**config.mk**
```make
export PLATFORM = sky130hd
export DESIGN_NAME = jtframe_pll_seq
export DESIGN_NICKNAME = d
export VERILOG_FILES = /design/src/rtl/jtframe_pll_seq_pkg.sv /design/src/rtl/jtframe_pll_seq_sync.sv /design/src/rtl/jtframe_pll_seq.sv
export SDC_FILE = /design/constraint.sdc
export NUM_CORES = 1
export LEC_CHECK = 0
export ABC_AREA = 0
export CAP_MARGIN = 25
export CORE_MARGIN = 4
export CORE_UTILIZATION = 56
export CTS_CLUSTER_DIAMETER = 120
export CTS_CLUSTER_SIZE = 8
export DETAILED_ROUTE_END_ITERATION = 16
export HOLD_SLACK_MARGIN = 0.05
export PLACE_DENSITY = 0.74
export RECOVER_POWER = 100
export SYNTH_ARGS = -nofsm -noshare
export SYNTH_HDL_FRONTEND = slang
export SYNTH_SLANG_ARGS = --single-unit
```
**constraint.sdc**
```tcl
create_clock -name clk -period 3.1 [get_ports clk]
set_clock_uncertainty 0.1 [all_clocks]
set_input_delay 0.775 -clock clk [delete_from_list [all_inputs] [get_ports clk]]
set_output_delay 0.775 -clock clk [all_outputs]
set_load 0.005 [all_outputs]
```
**src/rtl/jtframe_pll_seq_pkg.sv**
```systemverilog
// rtl/jtframe_pll_seq_pkg.sv - shared state encoding and counter sizing for the PLL sequencer
package jtframe_pll_seq_pkg;

  typedef enum logic [2:0] {
    RST_PLL,
    WAIT_LOCK,
    FILTER,
    RELEASE,
    RUN,
    FAIL
  } state_e;

  function automatic int cnt_w(input int max_val);
    return (max_val < 1) ? 1 : $clog2(max_val + 1);
  endfunction

endpackage

```
**src/rtl/jtframe_pll_seq_sync.sv**
```systemverilog
// rtl/jtframe_pll_seq_sync.sv - two-flop synchronizer for the asynchronous PLL lock
module jtframe_pll_seq_sync (
  input  logic clk,
  input  logic rst_n,
  input  logic d,
  output logic q
);

  logic meta_q, sync_q;

  always_ff @(posedge clk or negedge rst_n) begin
    if (!rst_n) begin
      meta_q <= 1'b0;
      sync_q <= 1'b0;
    end else begin
      meta_q <= d;
      sync_q <= meta_q;
    end
  end

  assign q = sync_q;

endmodule

```
**src/rtl/jtframe_pll_seq.sv**
```systemverilog
// rtl/jtframe_pll_seq.sv - PLL reset/lock sequencer with staggered per-domain reset release
// JTFRAME_PLLSEQ_DBG_EN adds saturating loss_cnt/try_cnt event counters.
module jtframe_pll_seq
  import jtframe_pll_seq_pkg::*;
#(
  parameter int RST_CYC    = 16,
  parameter int LOCK_TO    = 1000000,
  parameter int STABLE_CYC = 1024,
  parameter int DROP_CYC   = 4,
  parameter int GAP_CYC    = 64,
  parameter int NDOM       = 3,
  parameter int MAX_RETRY  = 3
) (
  input  logic            clk,
  input  logic            rst_n,
  input  logic            pll_locked,
  input  logic            restart,
  output logic            pll_rst,
  output logic [NDOM-1:0] rst_req,
  output logic            ready,
  output logic            fail
`ifdef JTFRAME_PLLSEQ_DBG_EN
  ,
  output logic [7:0]      loss_cnt,
  output logic [7:0]      try_cnt
`endif
);

  localparam int RW  = cnt_w(RST_CYC);
  localparam int TW  = cnt_w(LOCK_TO);
  localparam int SW  = cnt_w(STABLE_CYC);
  localparam int DW  = cnt_w(DROP_CYC);
  localparam int GW  = cnt_w(GAP_CYC);
  localparam int IW  = cnt_w(NDOM);
  localparam int RTW = cnt_w(MAX_RETRY);

  logic lock_s;

  jtframe_pll_seq_sync u_sync (
    .clk   (clk),
    .rst_n (rst_n),
    .d     (pll_locked),
    .q     (lock_s)
  );

  state_e          state_q, state_d;
  logic [RW-1:0]   rst_cnt_q, rst_cnt_d;
  logic [TW-1:0]   to_cnt_q, to_cnt_d;
  logic [SW-1:0]   stab_q, stab_d;
  logic [DW-1:0]   drop_q, drop_d;
  logic [GW-1:0]   gap_q, gap_d;
  logic [IW-1:0]   idx_q, idx_d;
  logic [RTW-1:0]  retry_q, retry_d;
  logic            pll_rst_q, pll_rst_d;
  logic [NDOM-1:0] rst_req_q, rst_req_d;
  logic            ready_q, ready_d;
  logic            fail_q, fail_d;
  logic            loss_evt, to_evt;

  always_comb begin
    state_d   = state_q;
    rst_cnt_d = rst_cnt_q;
    to_cnt_d  = to_cnt_q;
    stab_d    = stab_q;
    drop_d    = drop_q;
    gap_d     = gap_q;
    idx_d     = idx_q;
    retry_d   = retry_q;
    rst_req_d = rst_req_q;
    ready_d   = ready_q;
    fail_d    = fail_q;
    loss_evt  = 1'b0;
    to_evt    = 1'b0;

    if (restart) begin
      state_d   = RST_PLL;
      rst_cnt_d = '0;
      to_cnt_d  = '0;
      stab_d    = '0;
      drop_d    = '0;
      gap_d     = '0;
      idx_d     = '0;
      retry_d   = '0;
      rst_req_d = '1;
      ready_d   = 1'b0;
      fail_d    = 1'b0;
    end else begin
      case (state_q)
        RST_PLL: begin
          if (rst_cnt_q == RW'(RST_CYC - 1)) begin
            state_d   = WAIT_LOCK;
            rst_cnt_d = '0;
            to_cnt_d  = '0;
          end else begin
            rst_cnt_d = rst_cnt_q + RW'(1);
          end
        end
        WAIT_LOCK, FILTER: begin
          to_cnt_d = to_cnt_q + TW'(1);
          // The timeout is checked first so it wins over a same-cycle qualification.
          if (to_cnt_q == TW'(LOCK_TO - 1)) begin
            to_evt    = 1'b1;
            to_cnt_d  = '0;
            rst_cnt_d = '0;
            retry_d   = retry_q + RTW'(1);
            if (retry_q == RTW'(MAX_RETRY - 1)) begin
              state_d = FAIL;
              fail_d  = 1'b1;
            end else begin
              state_d = RST_PLL;
            end
          end else if (state_q == WAIT_LOCK) begin
            if (lock_s) begin
              state_d = FILTER;
              stab_d  = '0;
            end
          end else if (!lock_s) begin
            state_d = WAIT_LOCK;
          end else if (stab_q == SW'(STABLE_CYC - 1)) begin
            retry_d      = '0;
            drop_d       = '0;
            gap_d        = '0;
            idx_d        = IW'(1);
            rst_req_d[0] = 1'b0;
            if (NDOM == 1) begin
              state_d = RUN;
              ready_d = 1'b1;
            end else begin
              state_d = RELEASE;
            end
          end else begin
            stab_d = stab_q + SW'(1);
          end
        end
        RELEASE, RUN: begin
          if (!lock_s) begin
            if (drop_q == DW'(DROP_CYC - 1)) begin
              loss_evt  = 1'b1;
              state_d   = RST_PLL;
              rst_cnt_d = '0;
              drop_d    = '0;
              rst_req_d = '1;
              ready_d   = 1'b0;
            end else begin
              drop_d = drop_q + DW'(1);
            end
          end else begin
            drop_d = '0;
          end
          if (state_q == RELEASE && !loss_evt) begin
            if (gap_q == GW'(GAP_CYC - 1)) begin
              gap_d = '0;
              idx_d = idx_q + IW'(1);
              for (int i = 0; i < NDOM; i++) begin
                if (i == int'(idx_q)) rst_req_d[i] = 1'b0;
              end
              if (idx_q == IW'(NDOM - 1)) begin
                state_d = RUN;
                ready_d = 1'b1;
              end
            end else begin
              gap_d = gap_q + GW'(1);
            end
          end
        end
        FAIL: begin
          rst_req_d = '1;
        end
        default: begin
          state_d   = RST_PLL;
          rst_cnt_d = '0;
          rst_req_d = '1;
          ready_d   = 1'b0;
        end
      endcase
    end

    pll_rst_d = (state_d == RST_PLL) || (state_d == FAIL);
  end

  always_ff @(posedge clk or negedge rst_n) begin
    if (!rst_n) begin
      state_q   <= RST_PLL;
      rst_cnt_q <= '0;
      to_cnt_q  <= '0;
      stab_q    <= '0;
      drop_q    <= '0;
      gap_q     <= '0;
      idx_q     <= '0;
      retry_q   <= '0;
      pll_rst_q <= 1'b1;
      rst_req_q <= '1;
      ready_q   <= 1'b0;
      fail_q    <= 1'b0;
    end else begin
      state_q   <= state_d;
      rst_cnt_q <= rst_cnt_d;
      to_cnt_q  <= to_cnt_d;
      stab_q    <= stab_d;
      drop_q    <= drop_d;
      gap_q     <= gap_d;
      idx_q     <= idx_d;
      retry_q   <= retry_d;
      pll_rst_q <= pll_rst_d;
      rst_req_q <= rst_req_d;
      ready_q   <= ready_d;
      fail_q    <= fail_d;
    end
  end

  assign pll_rst = pll_rst_q;
  assign rst_req = rst_req_q;
  assign ready   = ready_q;
  assign fail    = fail_q;

`ifdef JTFRAME_PLLSEQ_DBG_EN
  logic [7:0] loss_cnt_q, loss_cnt_d;
  logic [7:0] try_cnt_q, try_cnt_d;

  // Diagnostic history survives restart; only rst_n wipes it.
  always_comb begin
    loss_cnt_d = loss_cnt_q;
    try_cnt_d  = try_cnt_q;
    if (loss_evt && loss_cnt_q != 8'hff) loss_cnt_d = loss_cnt_q + 8'd1;
    if (to_evt && try_cnt_q != 8'hff) try_cnt_d = try_cnt_q + 8'd1;
  end

  always_ff @(posedge clk or negedge rst_n) begin
    if (!rst_n) begin
      loss_cnt_q <= '0;
      try_cnt_q  <= '0;
    end else begin
      loss_cnt_q <= loss_cnt_d;
      try_cnt_q  <= try_cnt_d;
    end
  end

  assign loss_cnt = loss_cnt_q;
  assign try_cnt  = try_cnt_q;
`else
  logic unused_evt;
  assign unused_evt = loss_evt ^ to_evt;
`endif

endmodule

```
# Word-level counts from Yosys, hierarchy flattened
# Index checks and enable logic that the tools add are counted.
dict set report op_classes {
  reduce_logical 27
  add_sub_neg 7
  n_eq_ne 32
  mux 90
}
# operator n
set op_table {}
lappend op_table {{$mux 11} 7}
lappend op_table {{$mux 3} 25}
lappend op_table {{$mux 20} 3}
lappend op_table {{$mux 7} 7}
lappend op_table {{$pmux 20 s2} 1}
lappend op_table {{$ne 3x3->1 const B} 11}
lappend op_table {{$mux 2} 13}
lappend op_table {{$mux 5} 5}
lappend op_table {{$mux 1} 21}
lappend op_table {{$add 20x1->20 const B} 1}
lappend op_table {{$eq 20x20->1 const B} 1}
lappend op_table {{$pmux 5 s4} 1}
lappend op_table {{$pmux 7 s2} 1}
lappend op_table {{$pmux 3 s4} 1}
lappend op_table {{$reduce_and 4->1} 3}
lappend op_table {{$reduce_bool 3->1} 4}
lappend op_table {{$add 11x1->11 const B} 1}
lappend op_table {{$eq 11x10->1 const B} 1}
lappend op_table {{$reduce_and 5->1} 2}
lappend op_table {{$eq 3x2->1 const B} 3}
lappend op_table {{$eq 3x3->1 const B} 3}
lappend op_table {{$pmux 2 s2} 2}
lappend op_table {{$reduce_bool 2->1} 4}
lappend op_table {{$add 7x1->7 const B} 1}
lappend op_table {{other kinds (26)} 34}
dict set report word_totals {
  reg_bits 61
  input_bits 4
}

# Logic depth before layout (Yosys ltp)
# Gate-level depths: netlist of run 1.
dict set report logic_depth {
  depth_word 12
  ltp_mapped 9
  ltp_nobuf 8
}

# Modules after synthesis
# A second synthesis of run 1 with hierarchy kept.
dict set report unflattened {
  hier_cells 400
  area_unflattened_um2 3487.1
}
# module n_inst area_each_um2 cells_each seq_area_each_um2
set by_module_without_submodules {}
lappend by_module_without_submodules {jtframe_pll_seq 1 3437.0 398 1481.4}
lappend by_module_without_submodules {jtframe_pll_seq_sync 1 50.0 2 50.0}

# Least setup slack after synthesis of run 1
# No wires, ideal clock.
dict set report synth_path {
  kind {flip-flop to flip-flop}
  startpoint {register to_cnt_q[8]}
  endpoint {register pll_rst_q, in the netlist pll_rst}
  setup_time_ns 0.078
  synth_period_minus_slack_ns 2.414
  stages_incl_launch_ff 7
  slack_ns 0.686
  n_path_buf 0
  t_arrival_ns 2.236
  t_required_ns 2.922
  path_cell_list {dfrtp_1 -> or4b_4 -> or4_4 -> or3_1 -> a31oi_1 -> xor2_1 -> a31o_1}
}
dict set report synth_between {
  elab_chain_cells 6
}
# item line
set synth_lines {}
lappend synth_lines {{start, declared} jtframe_pll_seq.sv:48} ;# logic [TW-1:0] to_cnt_q, to_cnt_d;
lappend synth_lines {{start signal, assigned} jtframe_pll_seq.sv:198} ;# to_cnt_q <= to_cnt_d;
lappend synth_lines {{$eq 20x20->1 *} jtframe_pll_seq.sv:101} ;# if (to_cnt_q == TW'(LOCK_TO - 1)) begin
lappend synth_lines {{$mux 3 *} jtframe_pll_seq.sv:101}
lappend synth_lines {{$pmux 3 s4 *} jtframe_pll_seq.sv:88} ;# case (state_q)
lappend synth_lines {{$mux 3 *} jtframe_pll_seq.sv:75} ;# if (restart) begin
lappend synth_lines {{$eq 3x3->1 or $logic_not 3->1 (tied branches)} jtframe_pll_seq.sv:178} ;# pll_rst_d = (state_d == RST_PLL) || (state_d == FAIL);
lappend synth_lines {{$logic_or 1x1->1 *} jtframe_pll_seq.sv:178}
lappend synth_lines {{named net pll_rst_d} jtframe_pll_seq.sv:54} ;# logic pll_rst_q, pll_rst_d;
lappend synth_lines {{end signal, assigned} jtframe_pll_seq.sv:204} ;# pll_rst_q <= pll_rst_d;
lappend synth_lines {{end, declared} jtframe_pll_seq.sv:54}
# Mark *: on every way through the listed nets, which the timed path passes. The rest lies on a longest branch.
# A chain may end at the register's enable or synchronous reset.

# Final worst setup path of run 1
dict set report layout_path {
  startpoint {register state_q[1]}
  endpoint {register to_cnt_q[18]}
}
dict set report layout_between {
  elab_chain_cells 4
}
# item line
set layout_lines {}
lappend layout_lines {{start, declared} jtframe_pll_seq.sv:46} ;# state_e state_q, state_d;
lappend layout_lines {{start signal, assigned} jtframe_pll_seq.sv:196} ;# state_q <= state_d;
lappend layout_lines {{$eq 3x1->1 or $eq 3x2->1 (tied branches)} jtframe_pll_seq.sv:88}
lappend layout_lines {{$reduce_or 2->1} jtframe_pll_seq.sv:88}
lappend layout_lines {{$pmux 20 s2 or $reduce_bool 3->1 (tied branches)} n/a}
lappend layout_lines {{$mux 20 or $reduce_and 2->1 (tied branches)} n/a}
# Parallel ways exist; a longest one is shown, timed or not.

==> metrics.yaml, run 1 <==
cp.arrival_ns: 2.88
path_clk_slew_ns: 0.07
synth_nets: 388
drtPass1Iterations: 5
p_total_mw: 1.55
reg2reg_slack_ns: 0.37
crit_chain: "xor2_1 > nor2b_1 > clkbuf_1 > o21ai_0 > nor2_1 > nor2_2 > clkbuf_2 > a21oi_1"
ioPinCount: 10
min_period_over_period_pct: 88.1
n_antenna_cell: 0
antenna_found_initial: 0
clock.fmax_mhz: 366
async_flop_share_pct: 100
cp_max_fo: 17
synth_compound_area_share_pct: 15.7
io_buffers: 9
gr-total-overflow: 0
met1_usage_pct: 31.0
max_slew_margin_pct: 3.16
top_usage_layer: "met2"
yosysUniqueCellTypes: 52
holdBufCountCts: 0
viasPerCell: 6.12
cp_num_buf_inv: 2
grt_first_pass_wirelength_mm: 12.7
grt_pass1_vias: 2666
max_cap_viol_count: 0
multiInputGateArea_mm2: 0.00173
cts_buffer_depth: 2
tightestPinTransition_ns: 1.45
synth.area.mux_share_pct: 0.965
yosys_warnings: 0
drc: 0
place_area_mm2: 0.00360
end_kind: "flop"
syn_avg_cell_area_um2: 8.99
cts_buffers: 9
place_ws_ns: 0.507
grt_max_degree: 35
die_w_um: 85.6
slew_violations: 0
globalplace.congestion: 0.819
track_usage_pct: 21.7
cts_tree: "built"
yosys_register_bits: 61
synthSimpleGateAreaFrac_pct: 26.6
drtAntennaViolNets: 0
reg2reg_depth: 8
holdPathEnd: "u_sync.q"
critPathMaxStageDelay_ns: 0.67
nFillCells: 452
crit_path_start_kind: "flop"
cts_resized: 0
grt_setup_unrepaired: "no"
min-delay-start: "u_sync.meta_q"
dpl.hpwl_mm: 5.20
worst-setup-path-type: "reg -> reg"
die_h_um: 85.6
design.die.area_mm2: 0.00733
vias: 2883
r2r-end: "to_cnt_q[18]"
finalSetupTns_ns: 0
whs_ns: 0.253
ir_worst_vdd_uv: 277
ff_latch_area_mm2: 0.00153
hold_depth: 0
cts_sinks: 61
layout_setup_ws_ns: 0.369
insertion_delay_ns: 0.33
r2r-start: "state_q[1]"
final_cell_area_mm2: 0.00376
grt_util_met2_pct: 32.4
layout-drive-gt1-share_pct: 9.52
synth_edf_count: 0
hold_violations: 0
rows: 27
synthAdderAreaFrac_pct: 3.34
core-area_mm2: 0.00568
post-route-min-period_ns: 2.73
ys.flop_type: "dfrtp_1"
drt-total-wl_mm: 7.29
wire_per_inst_um: 15.5
drt-initial-drc-count: 197
hp-class: "reg -> reg"
syn_inst: 375
post_cts_buffers: 0
setup_viol: 0
htreeDepth: 3
synth_xor_area_share_pct: 4.94
syn2layout_area_growth_pct: 11.4
nNetsFinal: 407
p_leak_nw: 1.57
required_ns: 3.25
slowest_stage: "dfrtp_1"
seq_area_frac_synth_pct: 45.4
power_density_mw_per_mm2: 414
mostFrequentLayoutCell: "dfrtp_1"
outcome: "completed"
synth_top_family_by_area: "simple AND/OR/NAND/NOR gates"
use_met3_pct: 4.51
root_buffer: "clkbuf_8"
critPathTopFamily: "simple AND/OR/NAND/NOR gates"
layout_common_cells: "dfrtp_1 (57), a21oi_1 (35), nand2_1 (33), o21ai_0 (31), nor2_1 (30)"
netlist_area_mm2: 0.00337
start_util_pct: 59.4
[per-layer routing]
metal,vias to the layer above,share of wire [%]
met5,-,0
met4,0,1.6
met3,13,3.8
met2,64,47
met1,1398,48
li1,1408,-
[registers in the layout, indices dropped and copies added (netlist names), 2 cells and up]
| name | count |
|---|---|
| retry_q | 2 |
| idx_q | 2 |
| state_q | 3 |
| rst_cnt_q | 5 |
| drop_q | 3 |
| rst_req | 3 |
| gap_q | 7 |
| to_cnt_q | 20 |
| stab_q | 11 |
[report_power, final]
group          total (mW)  internal [mW]  switching [mW]
combinational      0.0618         0.0178          0.0440
clock               0.678          0.388           0.291
sequential          0.814          0.805         0.00935
[cells in the mapped netlist (all sizes together), types with 4 or more instances]
| library cell | instances | share of area (%) |
|---|---|---|
| dfrtp | 57 | 42 |
| a21oi | 35 | 5.2 |
| nand2 | 33 | 3.7 |
| o21ai | 32 | 4.7 |
| nor2 | 31 | 3.5 |
| nand3 | 28 | 4.2 |
| xor2 | 17 | 4.4 |
| inv | 13 | 1.4 |
| nand4 | 12 | 2.2 |
| clkbuf | 11 | 1.2 |
| and3 | 10 | 1.9 |
| or3 | 10 | 1.9 |
| ha | 9 | 3.3 |
| or4 | 6 | 1.4 |
| nor2b | 5 | 0.93 |
| nor3 | 5 | 0.74 |
| nor4 | 5 | 0.93 |
| dfstp | 4 | 3.1 |
[worst max-delay path by stage]
| stage | slack, ns | cells past startpoint | end | from |
|---|---|---|---|---|
| finish | 0.37 | 8 | to_cnt_q[18] | state_q[1] |
| global route | 0.08 | 7 | stab_q[10] | to_cnt_q[8] |
| CTS | 0.49 | 6 | stab_q[10] | to_cnt_q[8] |
| detailed placement | 0.51 | 6 | stab_q[10] | to_cnt_q[8] |
| global placement | 0.47 | 6 | stab_q[10] | to_cnt_q[8] |
| floorplan | 0.69 | 6 | pll_rst | to_cnt_q[8] |
[logic make-up after synthesis]
| group | count (synthesis) |
|---|---|
| flip-flops | 61 |
| AO/OA/AOI/OAI | 90 |
| XOR/XNOR | 19 |
| buffers and inverters | 26 |
| adder cells (fa/ha/maj) | 9 |
| AND/OR/NAND/NOR | 167 |
| multiplexers | 3 |
[per-stage QoR]
| step | instances | utilization [%] |
|---|---|---|
| CTS | 471 | 66.8 |
| finish | 471 | 66.2 |
| global route | 471 | 66.2 |
| detailed placement | 455 | 63.4 |
| global placement | 455 | 63.4 |
| floorplan | 375 | - |
[final cells by class]
| class | count | area share, % |
|---|---|---|
| clock inverter | 5 | 1.33 |
| clock buffer | 11 | 3.76 |
| multi-input combinational | 288 | 46.1 |
| timing repair buffer | 21 | 4.33 |
| inverter | 13 | 1.30 |
| sequential | 61 | 40.8 |
| tap | 72 | 2.40 |
Note: power is estimated with default switching activity, not from simulation.
==> run 2, diff against run 1 <==
- MAX_ROUTING_LAYER: not set -> met4
- SKIP_LAST_GASP: not set -> 1
==> metrics.yaml, run 2 (synthesis results as in run 1) <==
outcome: "completed"
drt-total-wl_mm: 7.27  # -0.26%
mostFrequentLayoutCell: "dfrtp_1"
syn2layout_area_growth_pct: 11.4  # unchanged
viasPerCell: 6.16  # +0.62%
cts_buffer_depth: 2  # unchanged
globalplace.congestion: 0.831  # +1.5%
post_cts_buffers: 0  # unchanged
max_slew_margin_pct: 2.52  # -0.64 points
cp.arrival_ns: 2.86  # -0.02 ns
grt_max_degree: 35  # unchanged
largest_reg_flops: 20  # unchanged
holdBufCountCts: 0  # unchanged
start_util_pct: 59.4  # unchanged
ioPinCount: 10  # unchanged
die_h_um: 85.6  # unchanged
cts_tree: "built"
drtAntennaViolNets: 0  # unchanged
crit_chain: "xor2_1 > nor2b_1 > clkbuf_1 > o21ai_0 > nor2_1 > nor2_2 > clkbuf_2 > a21oi_1"
largestRegisters: "to_cnt_q (20), stab_q (11), gap_q (7)"
layout_common_cells: "dfrtp_1 (57), a21oi_1 (35), nand2_1 (33), o21ai_0 (31), nor2_1 (30)"
drtPass1Iterations: 5  # unchanged
wire_per_inst_um: 15.4  # -0.26%
whs_ns: 0.254  # +0.00155 ns
cp_max_fo: 17  # unchanged
grt_first_pass_wirelength_mm: 12.7  # +0.16%
drt-initial-drc-count: 211  # +7.1%
rows: 27  # unchanged
io_buffers: 9  # unchanged
postLayoutCoreUtil_pct: 66.2  # unchanged
drc: 0  # unchanged
post-route-min-period_ns: 2.72  # -0.0134 ns
hold_violations: 0  # unchanged
p_leak_nw: 1.57  # unchanged
setup_viol: 0  # unchanged
path_clk_slew_ns: 0.07  # about the same
finalSetupTns_ns: 0  # unchanged
grt_pass1_vias: 2665  # -0.038%
insertion_delay_ns: 0.33  # about the same
nNetsFinal: 407  # unchanged
cp_num_buf_inv: 2  # unchanged
ir_worst_vdd_uv: 277  # -0.23%
dpl.hpwl_mm: 5.20  # unchanged
root_buffer: "clkbuf_8"
htreeDepth: 3  # unchanged
vias: 2901  # +0.62%
grt_setup_unrepaired: "no"
min_period_over_period_pct: 87.7  # -0.43 points
clock.fmax_mhz: 368  # +0.49%
max_cap_viol_count: 0  # unchanged
power_density_mw_per_mm2: 413  # about the same
required_ns: 3.25  # about the same
track_usage_pct: 22.3  # +0.69 points
design.die.area_mm2: 0.00733  # unchanged
critPathMaxStageDelay_ns: 0.67  # about the same
worst-setup-path-type: "reg -> reg"
die_w_um: 85.6  # unchanged
core-area_mm2: 0.00568  # unchanged
crit_path_start_kind: "flop"
tightestPinTransition_ns: 1.46  # +0.00964 ns
slowest_stage: "dfrtp_1"
largest_register: "to_cnt_q"
end_kind: "flop"
critPathTopFamily: "simple AND/OR/NAND/NOR gates"
cts_sinks: 61  # unchanged
cts_buffers: 9  # unchanged
cts_resized: 0  # unchanged
place_ws_ns: 0.507  # unchanged
layout_setup_ws_ns: 0.382  # +0.0134 ns
slew_violations: 0  # unchanged
gr-total-overflow: 0  # unchanged
n_antenna_cell: 0  # unchanged
antenna_found_initial: 0  # unchanged
hp-class: "reg -> reg"
reg2reg_slack_ns: 0.38  # about the same
layout-drive-gt1-share_pct: 9.52  # unchanged
==> run 2: layer usage <==
metal,track usage (%),part of all wire [%]
met5,-,0
met4,7.91,1.7
met3,4.51,3.5
met2,32.3,47
met1,31.2,48
==> run 2: worst paths after layout <==
check | from | endpoint | cells past startpoint
max | state_q[1] | to_cnt_q[18] | 8
min | u_sync.meta_q | u_sync.q | 0
max reg2reg | state_q[1] | to_cnt_q[18] | 8
min reg2reg | u_sync.meta_q | u_sync.q | 0
max in group asynchronous | rst_n | rst_cnt_q[3] | 2
min in group asynchronous | rst_n | stab_q[9] | 1
==> run 2: layout make-up <==
cell class | count | area, µm²
Timing Repair Buffer | 21 | 163
Tap cell | 72 | 90.1
Sequential cell | 61 | 1530
Clock inverter | 5 | 50.0
Clock buffer | 11 | 141
Multi-Input combinational cell | 288 | 1730
Fill cell | 452 | 1920
Inverter | 13 | 48.8
==> run 2: worst reg2reg max path: stages, from the launching register on <==
cell and delay, ns:
dfrtp_1 0.67, xor2_1 0.22, nor2b_1 0.41, clkbuf_1 0.25, o21ai_0 0.16, nor2_1 0.33
nor2_2 0.05, clkbuf_2 0.25, a21oi_1 0.20
==> run 2: power breakdown <==
part	switching, mW	total, mW	internal [mW]
sequential	0.00932	0.814	0.805
combinational	0.0438	0.0615	0.0178
clock	0.290	0.677	0.388
total	0.343	1.55	1.21
==> run 2: per-stage QoR <==
step | instances | cell area (µm²) | total power [mW]
after floorplan | 375 | 3370 | 0.855
after global placement | 455 | 3600 | 0.893
after detailed placement | 455 | 3600 | 0.894
after CTS | 471 | 3790 | 1.57
after global routing | 471 | 3760 | 1.62
final | 471 | 3760 | 1.55
